`config.mk`:
```
export PLATFORM = sky130hd
export DESIGN_NAME = unidad_busqueda
export DESIGN_NICKNAME = d
export VERILOG_FILES = /design/src/rtl/unidad_busqueda.sv
export SDC_FILE = /design/constraint.sdc
export NUM_CORES = 1
export LEC_CHECK = 0
export CORE_ASPECT_RATIO = 1.4
export CORE_MARGIN = 4
export CORE_UTILIZATION = 53
export DETAILED_ROUTE_END_ITERATION = 10
export HOLD_SLACK_MARGIN = 0.05
export PLACE_DENSITY = 0.8
export SYNTH_ARGS = -nofsm -noshare
export SYNTH_HDL_FRONTEND = slang
export SYNTH_SLANG_ARGS = --single-unit
```
`constraint.sdc`:
```
create_clock -name clk -period 7.3 [get_ports clk]
set_input_delay 1.825 -clock clk [delete_from_list [all_inputs] [get_ports clk]]
set_output_delay 1.825 -clock clk [all_outputs]
set_load 0.005 [all_outputs]
```
`src/rtl/unidad_busqueda.sv`:
```
// Instruction-fetch stage: owns the PC, issues in-order imem reads, buffers returned words
// in a small FIFO and presents {instr, pc} to decode; redirects flush and drain stale responses.
`timescale 1ns/1ps
module unidad_busqueda #(
    parameter int                     PC_WIDTH   = 64,
    parameter logic [PC_WIDTH-1:0]    RESET_PC   = '0,
    parameter int                     FIFO_DEPTH = 2
) (
    input  logic                clk,
    input  logic                reset_n,
    output logic                imem_req_valid,
    output logic [PC_WIDTH-1:0] imem_req_addr,
    input  logic                imem_req_ready,
    input  logic                imem_resp_valid,
    input  logic [31:0]         imem_resp_data,
    input  logic                redirect_valid,
    input  logic [PC_WIDTH-1:0] redirect_pc,
    output logic                id_valid,
    output logic [31:0]         id_instr,
    output logic [PC_WIDTH-1:0] id_pc,
    input  logic                id_ready,
    output logic [1:0]          estado_dbg
);
    // Handshakes: a request transfers on a rising edge where imem_req_valid && imem_req_ready;
    // a decode transfer happens where id_valid && id_ready; imem_resp_valid is a pulse with no ready.

    localparam int CW = $clog2(FIFO_DEPTH + 1);
    localparam int PW = (FIFO_DEPTH > 1) ? $clog2(FIFO_DEPTH) : 1;
    localparam logic [31:0] NOP = 32'h0000_0013;

    typedef enum logic [1:0] {
        ARRANQUE = 2'd0,
        BUSQUEDA = 2'd1,
        DESCARTE = 2'd2
    } estado_t;

    estado_t             estado, estado_sig;
    logic [PC_WIDTH-1:0] pc, resp_pc;
    logic [CW-1:0]       pend, discard, discard_sig, count;
    logic [PW-1:0]       rd_ptr, wr_ptr;
    logic [31:0]         buf_instr [FIFO_DEPTH];
    logic [PC_WIDTH-1:0] buf_pc    [FIFO_DEPTH];

    logic                redir, fire, acepta, pop;
    logic [CW:0]         ocupado, drenar;
    logic [PC_WIDTH-1:0] destino;

    function automatic logic [PW-1:0] ptr_inc(input logic [PW-1:0] p);
        return (p == PW'(FIFO_DEPTH - 1)) ? '0 : p + PW'(1);
    endfunction

    assign destino = {redirect_pc[PC_WIDTH-1:2], 2'b00};
    assign redir   = redirect_valid && (estado != ARRANQUE);
    assign ocupado = {1'b0, pend} + {1'b0, count};

    assign imem_req_valid = (estado == BUSQUEDA) && !redirect_valid &&
                            (ocupado < (CW+1)'(FIFO_DEPTH));
    assign imem_req_addr  = pc;
    assign fire           = imem_req_valid && imem_req_ready;
    // Responses with nothing outstanding are leftovers from before a reset.
    assign acepta         = (estado == BUSQUEDA) && imem_resp_valid && (pend != '0) && !redir;
    assign pop            = (count != '0) && id_ready && !redir;

    assign id_valid   = (count != '0);
    assign id_instr   = id_valid ? buf_instr[rd_ptr] : NOP;
    assign id_pc      = id_valid ? buf_pc[rd_ptr] : '0;
    assign estado_dbg = estado;

    // Words still owed by memory at a redirect, minus one arriving in the same cycle.
    assign drenar = {1'b0, discard} + {1'b0, pend};

    always_comb begin
        discard_sig = discard;
        estado_sig  = estado;
        if (redir) begin
            discard_sig = CW'(drenar - (CW+1)'(imem_resp_valid && (drenar != '0)));
        end else if ((estado == DESCARTE) && imem_resp_valid && (discard != '0)) begin
            discard_sig = discard - CW'(1);
        end
        case (estado)
            ARRANQUE: estado_sig = BUSQUEDA;
            BUSQUEDA: if (redir && (discard_sig != '0)) estado_sig = DESCARTE;
            DESCARTE: if (discard_sig == '0) estado_sig = BUSQUEDA;
            default:  estado_sig = ARRANQUE;
        endcase
    end

    always_ff @(posedge clk or negedge reset_n) begin
        if (!reset_n) begin
            estado  <= ARRANQUE;
            pc      <= RESET_PC;
            resp_pc <= RESET_PC;
            pend    <= '0;
            discard <= '0;
            count   <= '0;
            rd_ptr  <= '0;
            wr_ptr  <= '0;
        end else begin
            estado  <= estado_sig;
            discard <= discard_sig;
            if (redir) begin
                pc      <= destino;
                resp_pc <= destino;
                pend    <= '0;
                count   <= '0;
                rd_ptr  <= '0;
                wr_ptr  <= '0;
            end else begin
                if (fire)   pc      <= pc + PC_WIDTH'(4);
                if (acepta) resp_pc <= resp_pc + PC_WIDTH'(4);
                pend  <= pend + CW'(fire) - CW'(acepta);
                count <= count + CW'(acepta) - CW'(pop);
                if (acepta) wr_ptr <= ptr_inc(wr_ptr);
                if (pop)    rd_ptr <= ptr_inc(rd_ptr);
            end
        end
    end

    // Storage needs no reset: it is only visible through id_valid.
    always_ff @(posedge clk) begin
        if (acepta) begin
            buf_instr[wr_ptr] <= imem_resp_data;
            buf_pc[wr_ptr]    <= resp_pc;
        end
    end

endmodule
```
==> impl_metrics.yaml, run 1 <==
power_and_ir_drop:
  pwr-share-seq_pct: 43.8
  intPower_w: 0.00468
  powerDensity_nw_per_um2: 385
  peakVddDrop_mv: 0.213
  power.switching_w: 0.00267
  clock_power_share_pct: 21.0
  power_w: 0.00735
  p_comb_share_pct: 35.2
  swShare_pct: 36.4
  power.leakage_nw: 6.63
placement:
  io_buffers: 259
  dp_hpwl_um: 32100
  place.gp.congestion: 0.974
  dp.cells: 1947
setup_path:
  reg2reg_to: "imem_req_addr[38]$_DFFE_PN0P_"
  crit_required_ns: 5.48
  end_kind: "output pin"
  cp.arrival_ns: 3.67
  crit_type: "in -> out"
  crit_path_start_kind: "primary input"
  crit_path_top_delay_cell: "clkdlybuf4s50_1"
  cp_max_fo: 7
  cpMostUsedCell: "clkdlybuf4s50_1"
  reg2reg_slack_ns: 3.44
  max_stage_delay_ns: 0.61
  path_cells: "clkdlybuf4s50_1, inv_1, nand2b_1, nor3_1, clkdlybuf4s50_1"
  r2r_cells: 10
  r2r-start: "count[0]$_DFF_PN0_"
timing:
  rsz0062_at_grt: "no"
  finalSetupTns_ns: 0
  clock_skew_ns: 0.0246
  fmax_mhz: 182
  worst_slew_pin_slew_ns: 1.27
  max_slew_margin_pct: 14.4
  min_period_ns: 5.49
  finalCritPeriodShare_pct: 75.2
  hold_violations: 0
  slew_viol_final: 0
  setup_viol: 0
floorplan:
  dieArea_um2: 31500
  dieHeight_um: 208
  io_pins: 266
  start_util_pct: 53.6
  die_w_um: 151
  core_um2: 28300
  rows: 73
min_path:
  worstHoldPathCells: 0
  hold_path_end: "buf_pc[1][57]$_DFFE_PP_"
  hold_path.startpoint: "resp_pc[57]$_DFFE_PN0P_"
  min_path_type: "reg -> reg"
job:
  maxCapViolCount: 0
finish:
  fin_util_pct: 67.5
  fin_nets: 1717
  num_antenna_cells: 0
  areaGrowthSynthToFinish_pct: 25.8
  drive_gt1_share_pct: 5.04
  finalNonFillerCells: 2002
clock_tree:
  cts_sinks: 322
  clockBufferDepth: 3
  cts_hold_buffers: 0
  post_cts_resized: 0
  postCtsSetupBuffers: 0
  cts-root-buf: "clkbuf_16"
  cts_inserted_buffers: 30
  tritoncts: "done"
  clk_latency_ns: 0.57
  clk_pin_slew_worst_paths_ns: 0.06
  h-tree-depth: 1
detailed_routing:
  via_count: 12000
  wirelength_um: 44200
  drc: 0
  vias_per_cell: 6.01
  drt_iter0_markers: 974
  wl_per_cell_um: 22.1
  ant_nets: 0
  firstDrtPassIters: 5
synth:
  syn_area_per_cell_um2: 11.1
  synth_cells: 1366
  synth.ff_latch_count: 322
  synth-edff-count: 188
  syn_area_um2: 15200
  ys_async_sr_fraction_pct: 41.6
  synth_warnings: 0
  synth-main-ff-cell: "edfxtp_1"
  ys_types: 71
  seq_area_frac_synth_pct: 59.3
global_routing:
  grt_max_degree: 78
  grt_pass1_wl_um: 67600
  grtUsageTotal_pct: 27.7
  grt_overflow: 0
  antenna_found_initial: 0
  grt_pass1_vias: 12000
outcome:
  status: "finished clean"
through the flow:
stage          area [um^2]  setup WS (ns)  hold slack, ns
4_1_cts              19100           1.82           0.533
3_3_place_gp         18100           1.86           0.496
3_5_place_dp         18100           1.83           0.517
5_1_grt              19100           1.85           0.550
6_report             19100           1.81           0.538
2_1_floorplan        15200          0.521           0.437
state kept, by name (all words and copies together) (netlist names), 2 cells and up:
signal,cells
buf_instr,64
buf_pc,124
estado_dbg,2
resp_pc,62
count,2
pend,2
discard,2
imem_req_addr,62
power groups by stage:
stage	Sequential (W)	Clock, W	Combinational (W)
CTS	0.00319	0.00156	0.00260
global placement	0.00319	0	0.00253
global route	0.00329	0.00165	0.00281
detailed placement	0.00322	0	0.00258
finish	0.00322	0.00154	0.00259
floorplan	0.00290	0	0.00147
synth_stat cells (8+ instances only):
cell type	n	area, um^2
nand2b_1	15	93.8
dfrtp_1	134	3350
nand3_1	98	490
xor2_1	20	175
a21oi_1	43	215
nand2_1	118	443
o22ai_1	8	50.1
nor4_1	25	156
a31oi_1	8	50.1
clkbuf_1	47	176
o211ai_1	33	248
buf_1	14	52.6
nand4_1	48	300
nor3_1	33	165
and2_1	11	68.8
ha_1	9	113
edfxtp_1	188	5650
inv_1	23	86.3
and3_1	17	106
and4_1	14	123
o21ai_0	30	150
or3_1	12	75.1
nor2_1	174	653
xnor2_1	39	342
o21ai_1	8	40.0
mux2i_1	99	991
or4_1	9	67.6
layout by cell type, fill, tap and decap left out, drive strengths merged, types with 39 or more instances in the layout:
| cell | Yosys | final |
|---|---|---|
| clkdlybuf4s50 | 0 | 258 |
| dfrtp | 134 | 134 |
| nand2 | 118 | 118 |
| edfxtp | 188 | 188 |
| nand3 | 99 | 99 |
| a21oi | 45 | 45 |
| clkbuf | 47 | 40 |
| nand4 | 48 | 48 |
| mux2i | 99 | 99 |
| nor2 | 175 | 175 |
| xnor2 | 39 | 39 |
area by class of cell:
class	instances	area, um^2
clock buffer	40	808
clock inverter	15	164
fill	2185	9220
inverter	25	93.8
multi-input combinational	953	5860
sequential	322	9000
tap	375	469
timing repair buffer	272	2700
kinds of logic (layout without fill, tap and decap cells):
logic type                 after synthesis  count (layout)  share of synthesized area (%)
and+or+nand+nor                        606             606                           19.9
DFF                                    322             322                           59.3
AOI/OAI and AO/OA                      173             173                           7.35
muxes                                  100             100                           6.60
buffers and inverters                   94             352                           2.46
xor gates and xnor gates                59              59                           3.40
adders and majority gates               11              11                           1.01
other                                    1               4                         0.0247
routing by layer:
layer	global-route usage (%)	vias up	part of all wire, %
li1	-	5511	-
met3	3.42	118	6.6
met2	46.6	568	50
met4	12.7	0	4.8
met1	35.7	5830	39
met5	0	-	0
critical path, delay by kind of cell:
family	cells	cell delay, ns
buffers and inverters	3	1.43
AND/OR/NAND/NOR	2	0.41
worst max-delay path by stage:
stage                         from                   endpoint  slack (ns)  depth (start not counted)
finish              redirect_valid             imem_req_valid        1.81                          5
global route        redirect_valid             imem_req_valid        1.85                          5
CTS                 redirect_valid             imem_req_valid        1.82                          5
detailed placement  redirect_valid             imem_req_valid        1.83                          5
global placement    redirect_valid             imem_req_valid        1.86                          5
floorplan           redirect_valid  buf_instr[0][0]$_DFFE_PP_        0.52                          5
No activity file was read; power rests on OpenSTA's default activity.
==> inputs of run 2 (changes only) <==
==> constraint.sdc (replaced) <==
create_clock -name clk -period 5.6 [get_ports clk]
set_input_delay 1.4 -clock clk [delete_from_list [all_inputs] [get_ports clk]]
set_output_delay 1.4 -clock clk [all_outputs]
set_load 0.005 [all_outputs]
==> run 2 against run 1 <==
Net effect: clock-buffer cell count shrank 3; non-clock buffer count is 4 higher; power grew 32%; die area stayed put; global-route usage is 0.060 points lower; final cell count increased by 0.25%; wire length down 0.37%; worst setup slack worse by 0.80 ns.
==> impl_metrics.yaml, run 2 (synthesized netlist as in run 1, its figures left out) <==
setup_path:
  reg2reg_to: "imem_req_addr[38]$_DFFE_PN0P_"
  max_stage_delay_ns: 0.62
  crit_path_top_delay_cell: "clkdlybuf4s50_1"
  cp_max_fo: 7
  crit_type: "in -> out"
  r2r_cells: 10
  crit_required_ns: 4.20
  reg2reg_slack_ns: 1.72
  path_cells: "clkdlybuf4s50_1, inv_1, nand2b_1, nor3_1, clkdlybuf4s50_1"
  cpMostUsedCell: "clkdlybuf4s50_1"
  r2r-start: "count[0]$_DFF_PN0_"
  end_kind: "output pin"
  crit_path_start_kind: "primary input"
  cp.arrival_ns: 3.19
detailed_routing:
  ant_nets: 0
  wirelength_um: 44000
  drc: 0
  firstDrtPassIters: 5
  vias_per_cell: 6.04
  via_count: 12100
  wl_per_cell_um: 21.9
  drt_iter0_markers: 932
finish:
  layout_common_cells: "clkdlybuf4s50_1, edfxtp_1, nor2_1"
  drive_gt1_share_pct: 5.82
  largest_reg_flops: 124
  fin_nets: 1721
  num_antenna_cells: 0
  top_regs: "buf_pc: 124 flops, buf_instr: 64 flops"
  regMostFlops: "buf_pc"
  n_fill_cell: 2135
  final_common_cell: "clkdlybuf4s50_1"
  fin_util_pct: 67.9
  areaGrowthSynthToFinish_pct: 26.7
power_and_ir_drop:
  powerDensity_nw_per_um2: 506
  power.leakage_nw: 6.70
  peakVddDrop_mv: 0.250
min_path:
  worstHoldPathCells: 0
  hold_path_end: "buf_pc[0][57]$_DFFE_PP_"
  min_path_type: "reg -> reg"
  hold_path.startpoint: "resp_pc[57]$_DFFE_PN0P_"
clock_tree:
  postCtsSetupBuffers: 0
  post_cts_resized: 0
  cts_hold_buffers: 0
  clockBufferDepth: 3
  h-tree-depth: 1
  cts_inserted_buffers: 30
  cts_sinks: 322
  cts-root-buf: "clkbuf_16"
  clk_pin_slew_worst_paths_ns: 0.07
  clk_latency_ns: 0.59
  tritoncts: "done"
timing:
  hold_violations: 0
  slew_viol_final: 0
  max_slew_margin_pct: 20.6
  fmax_mhz: 218
  rsz0062_at_grt: "no"
  clock_skew_ns: 0.0347
  finalCritPeriodShare_pct: 82.0
  setup_viol: 0
  worst_slew_pin_slew_ns: 1.18
  finalSetupTns_ns: 0
  min_period_ns: 4.59
placement:
  place.gp.congestion: 1.00
  dp_hpwl_um: 32000
  io_buffers: 259
global_routing:
  grt_pass1_wl_um: 67600
  antenna_found_initial: 0
  grt_max_degree: 76
  grt_overflow: 0
  grt_pass1_vias: 12100
  grtUsageTotal_pct: 27.6
floorplan:
  dieArea_um2: 31500
  dieHeight_um: 208
  die_w_um: 151
  core_um2: 28300
  rows: 73
  io_pins: 266
  start_util_pct: 53.6
outcome:
  status: "finished clean"
job:
  maxCapViolCount: 0
## run 2: cell types whose count changed in the layout (fill, tap and decap cells not counted), moves of 2 or more
cell      before  now
clkbuf_1       8    4
buf_12         1    3
buf_4         13   15
clkinv_1       5    1
clkinv_4       0    5
## run 2: layer usage
| metal | vias up | track usage [%] | part of all wire (%) |
|---|---|---|---|
| li1 | 5530 | - | - |
| met1 | 5808 | 35.1 | 37 |
| met2 | 641 | 45.4 | 49 |
| met3 | 139 | 3.88 | 7.9 |
| met4 | 0 | 15.1 | 6.0 |
| met5 | - | 0 | 0 |
## run 2: how the worst max path moves through the flow
stage / slack [ns] / startpoint / end
floorplan: 0.84 / redirect_valid / buf_instr[0][0]$_DFFE_PP_
global placement: 1.03 / redirect_valid / imem_req_valid
detailed placement: 1.01 / redirect_valid / imem_req_valid
CTS: 1.01 / redirect_valid / imem_req_valid
global route: 0.95 / redirect_valid / imem_req_valid
finish: 1.01 / redirect_valid / imem_req_valid
## run 2: worst max-delay path, delay by kind of cell
kind / cells / cell delay (ns)
AND/OR/NAND/NOR: 2 / 0.36
buffers and inverters: 3 / 1.43
## run 2: metrics by stage
stage,cell area (um^2),setup slack [ns],hold WS [ns],std cells,power (W)
finish,19200,1.01,0.518,2007,0.00973
global route,19200,0.954,0.539,2007,0.0103
CTS,19200,1.01,0.524,2007,0.00975
detailed placement,18200,1.01,0.507,1951,0.00759
global placement,18200,1.03,0.497,1951,0.00746
floorplan,15200,0.843,0.437,1369,0.00570
## run 2: cell type report
class	count	area, um^2	area share [%]
Inverter	25	93.8	0.488
Tap cell	375	469	2.44
Timing Repair Buffer	276	2760	14.3
Multi-Input combinational cell	953	5860	30.5
Clock buffer	37	818	4.25
Clock inverter	19	238	1.24
Sequential cell	322	9000	46.8
## run 2: power breakdown
group / switching [W] / total (W) / internal [W]
registers: 0.000965 / 0.00415 / 0.00319
clock network: 0.000907 / 0.00214 / 0.00124
logic: 0.00167 / 0.00344 / 0.00177
==> inputs of run 3 (changes only) <==
--- a/config.mk
+++ b/config.mk
@@ -7,10 +7,10 @@
 export LEC_CHECK = 0
 export CORE_ASPECT_RATIO = 1.4
 export CORE_MARGIN = 4
-export CORE_UTILIZATION = 53
+export CORE_UTILIZATION = 48
 export DETAILED_ROUTE_END_ITERATION = 10
 export HOLD_SLACK_MARGIN = 0.05
-export PLACE_DENSITY = 0.8
+export PLACE_DENSITY = 0.77
 export SYNTH_ARGS = -nofsm -noshare
 export SYNTH_HDL_FRONTEND = slang
 export SYNTH_SLANG_ARGS = --single-unit
==> constraint.sdc (replaced) <==
create_clock -name clk -period 3.7 [get_ports clk]
set_input_delay 0.925 -clock clk [delete_from_list [all_inputs] [get_ports clk]]
set_output_delay 0.925 -clock clk [all_outputs]
set_load 0.005 [all_outputs]
==> run 3 against run 2 <==
Net effect: global-route usage down 1.9 points; cell area up 1.6%; register-to-register slack worse by 0.99 ns; critical endpoint unchanged; sequential power up 51%; clock-buffer cell count down 2; sequential cell count unchanged; power up 53%; critical path depth down 1; sequential share of layout area down 0.72 points; worst setup slack worse by 0.87 ns; hold slack worse by 0.28 ns; combinational power up 56%.
==> impl_metrics.yaml, run 3 (synthesized netlist as in run 1, its figures left out) <==
finish:
  final_common_cell: "clkdlybuf4s50_1"
  fin_util_pct: 63.0
  stdcell_area_um2: 19500
  regMostFlops: "buf_pc"
  areaGrowthSynthToFinish_pct: 28.7
  finalNonFillerCells: 2050
  num_antenna_cells: 0
  layout_common_cells: "clkdlybuf4s50_1, edfxtp_1, nor2_1"
  top_regs: "buf_pc: 124 flops, buf_instr: 64 flops"
  fin_nets: 1748
  drive_gt1_share_pct: 7.47
  largest_reg_flops: 124
  n_fill_cell: 2410
detailed_routing:
  via_count: 12200
  firstDrtPassIters: 5
  wl_per_cell_um: 22.2
  vias_per_cell: 5.97
  drt_iter0_markers: 904
  wirelength_um: 45400
  ant_nets: 0
  drc: 0
global_routing:
  grt_pass1_wl_um: 68700
  grtUsageTotal_pct: 25.7
  antenna_found_initial: 0
  grt_max_degree: 64
  grt_overflow: 0
  grt_pass1_vias: 11900
clock_tree:
  tritoncts: "done"
  cts_sinks: 322
  post_cts_resized: 0
  clk_pin_slew_worst_paths_ns: 0.07
  h-tree-depth: 1
  postCtsSetupBuffers: 0
  cts_inserted_buffers: 31
  clockBufferDepth: 3
  cts_hold_buffers: 0
  clk_latency_ns: 0.60
  cts-root-buf: "clkbuf_16"
power_and_ir_drop:
  powerDensity_nw_per_um2: 764
  swShare_pct: 36.9
  power.switching_w: 0.00551
  clock_power_share_pct: 22.1
  power.leakage_nw: 6.86
  peakVddDrop_mv: 0.469
  intPower_w: 0.00942
  p_comb_share_pct: 36.0
  pwr-share-seq_pct: 42.0
placement:
  place.gp.congestion: 0.990
  place_area_um2: 18500
  dp_hpwl_um: 33300
  pre_cts_ws_ns: 0.305
  dp.cells: 1992
  io_buffers: 259
job:
  maxCapViolCount: 0
setup_path:
  crit_path_start_kind: "register"
  crit_required_ns: 2.77
  end_kind: "output pin"
  cp_max_fo: 12
  reg2reg_slack_ns: 0.73
  r2r-start: "count[0]$_DFF_PN0_"
  cp.arrival_ns: 2.64
  crit_start: "estado_dbg[1]$_DFFE_PN0P_"
  r2r_cells: 8
  crit_type: "reg -> out"
  critPathCapture: "imem_req_valid"
  reg2reg_to: "imem_req_addr[41]$_DFFE_PN0P_"
floorplan:
  die_w_um: 158
  rows: 76
  dieArea_um2: 34600
  start_util_pct: 49.0
  dieHeight_um: 218
  io_pins: 266
  core_um2: 31000
timing:
  clock_skew_ns: 0.0247
  setup_viol: 0
  finalCritPeriodShare_pct: 96.2
  hold_violations: 0
  slew_viol_final: 0
  worst_slew_pin_slew_ns: 0.881
  fmax_mhz: 281
  min_period_ns: 3.56
  fin_ws_ns: 0.139
  finalSetupTns_ns: 0
  rsz0062_at_grt: "no"
  max_slew_margin_pct: 41.0
min_path:
  min_path_type: "in -> async"
outcome:
  status: "finished clean"
run 3: routing by layer:
metal / wire [um] / up-vias / share of wire (%) / track usage [%]
met1: 17700 / 6018 / 39 / 33.4
met3: 2910 / 93 / 6.4 / 3.15
met2: 22600 / 520 / 50 / 43.0
li1: - / 5598 / - / -
met5: 0 / - / 0 / 0
met4: 2190 / 0 / 4.8 / 11.9
run 3: layout make-up:
| class | count | area (um^2) | share of cell area, % |
|---|---|---|---|
| flip-flops and latches | 322 | 9000 | 46.1 |
| multi-input cells | 953 | 5860 | 30.0 |
| repair buffers | 302 | 3030 | 15.5 |
| clock buffers | 35 | 801 | 4.10 |
| well taps | 390 | 488 | 2.50 |
| clock inverters | 23 | 265 | 1.36 |
| inverters | 25 | 93.8 | 0.480 |
run 3: power groups by stage:
| stage | Sequential (W) | Clock, W | Combinational (W) |
|---|---|---|---|
| floorplan | 0.00572 | 0 | 0.00290 |
| global route | 0.00640 | 0.00350 | 0.00584 |
| detailed placement | 0.00626 | 0 | 0.00537 |
| global placement | 0.00620 | 0 | 0.00526 |
| CTS | 0.00621 | 0.00336 | 0.00540 |
| finish | 0.00626 | 0.00330 | 0.00537 |
run 3: metrics by stage:
stage | hold slack [ns] | power [W]
global route | 0.253 | 0.0157
CTS | 0.229 | 0.0150
floorplan | 0.437 | 0.00862
finish | 0.241 | 0.0149
global placement | 0.502 | 0.0115
detailed placement | 0.523 | 0.0116
run 3: critical path, cell delays in order (launching register included):
cell	delay, ns
dfrtp_1	0.52
nand2b_1	0.39
nand2b_1	0.26
nor3_1	0.30
clkdlybuf4s50_1	0.58
run 3: worst min-delay path by stage:
stage / from / end / slack, ns / depth (start not counted)
global placement: resp_pc[57]$_DFFE_PN0P_ / buf_pc[0][57]$_DFFE_PP_ / 0.50 / 0
global route: reset_n / imem_req_addr[10]$_DFFE_PN0P_ / 0.25 / 1
detailed placement: resp_pc[57]$_DFFE_PN0P_ / buf_pc[1][57]$_DFFE_PP_ / 0.52 / 0
finish: reset_n / imem_req_addr[10]$_DFFE_PN0P_ / 0.24 / 1
CTS: reset_n / imem_req_addr[5]$_DFFE_PN0P_ / 0.23 / 1
floorplan: resp_pc[16]$_DFFE_PN0P_ / buf_pc[0][16]$_DFFE_PP_ / 0.44 / 0
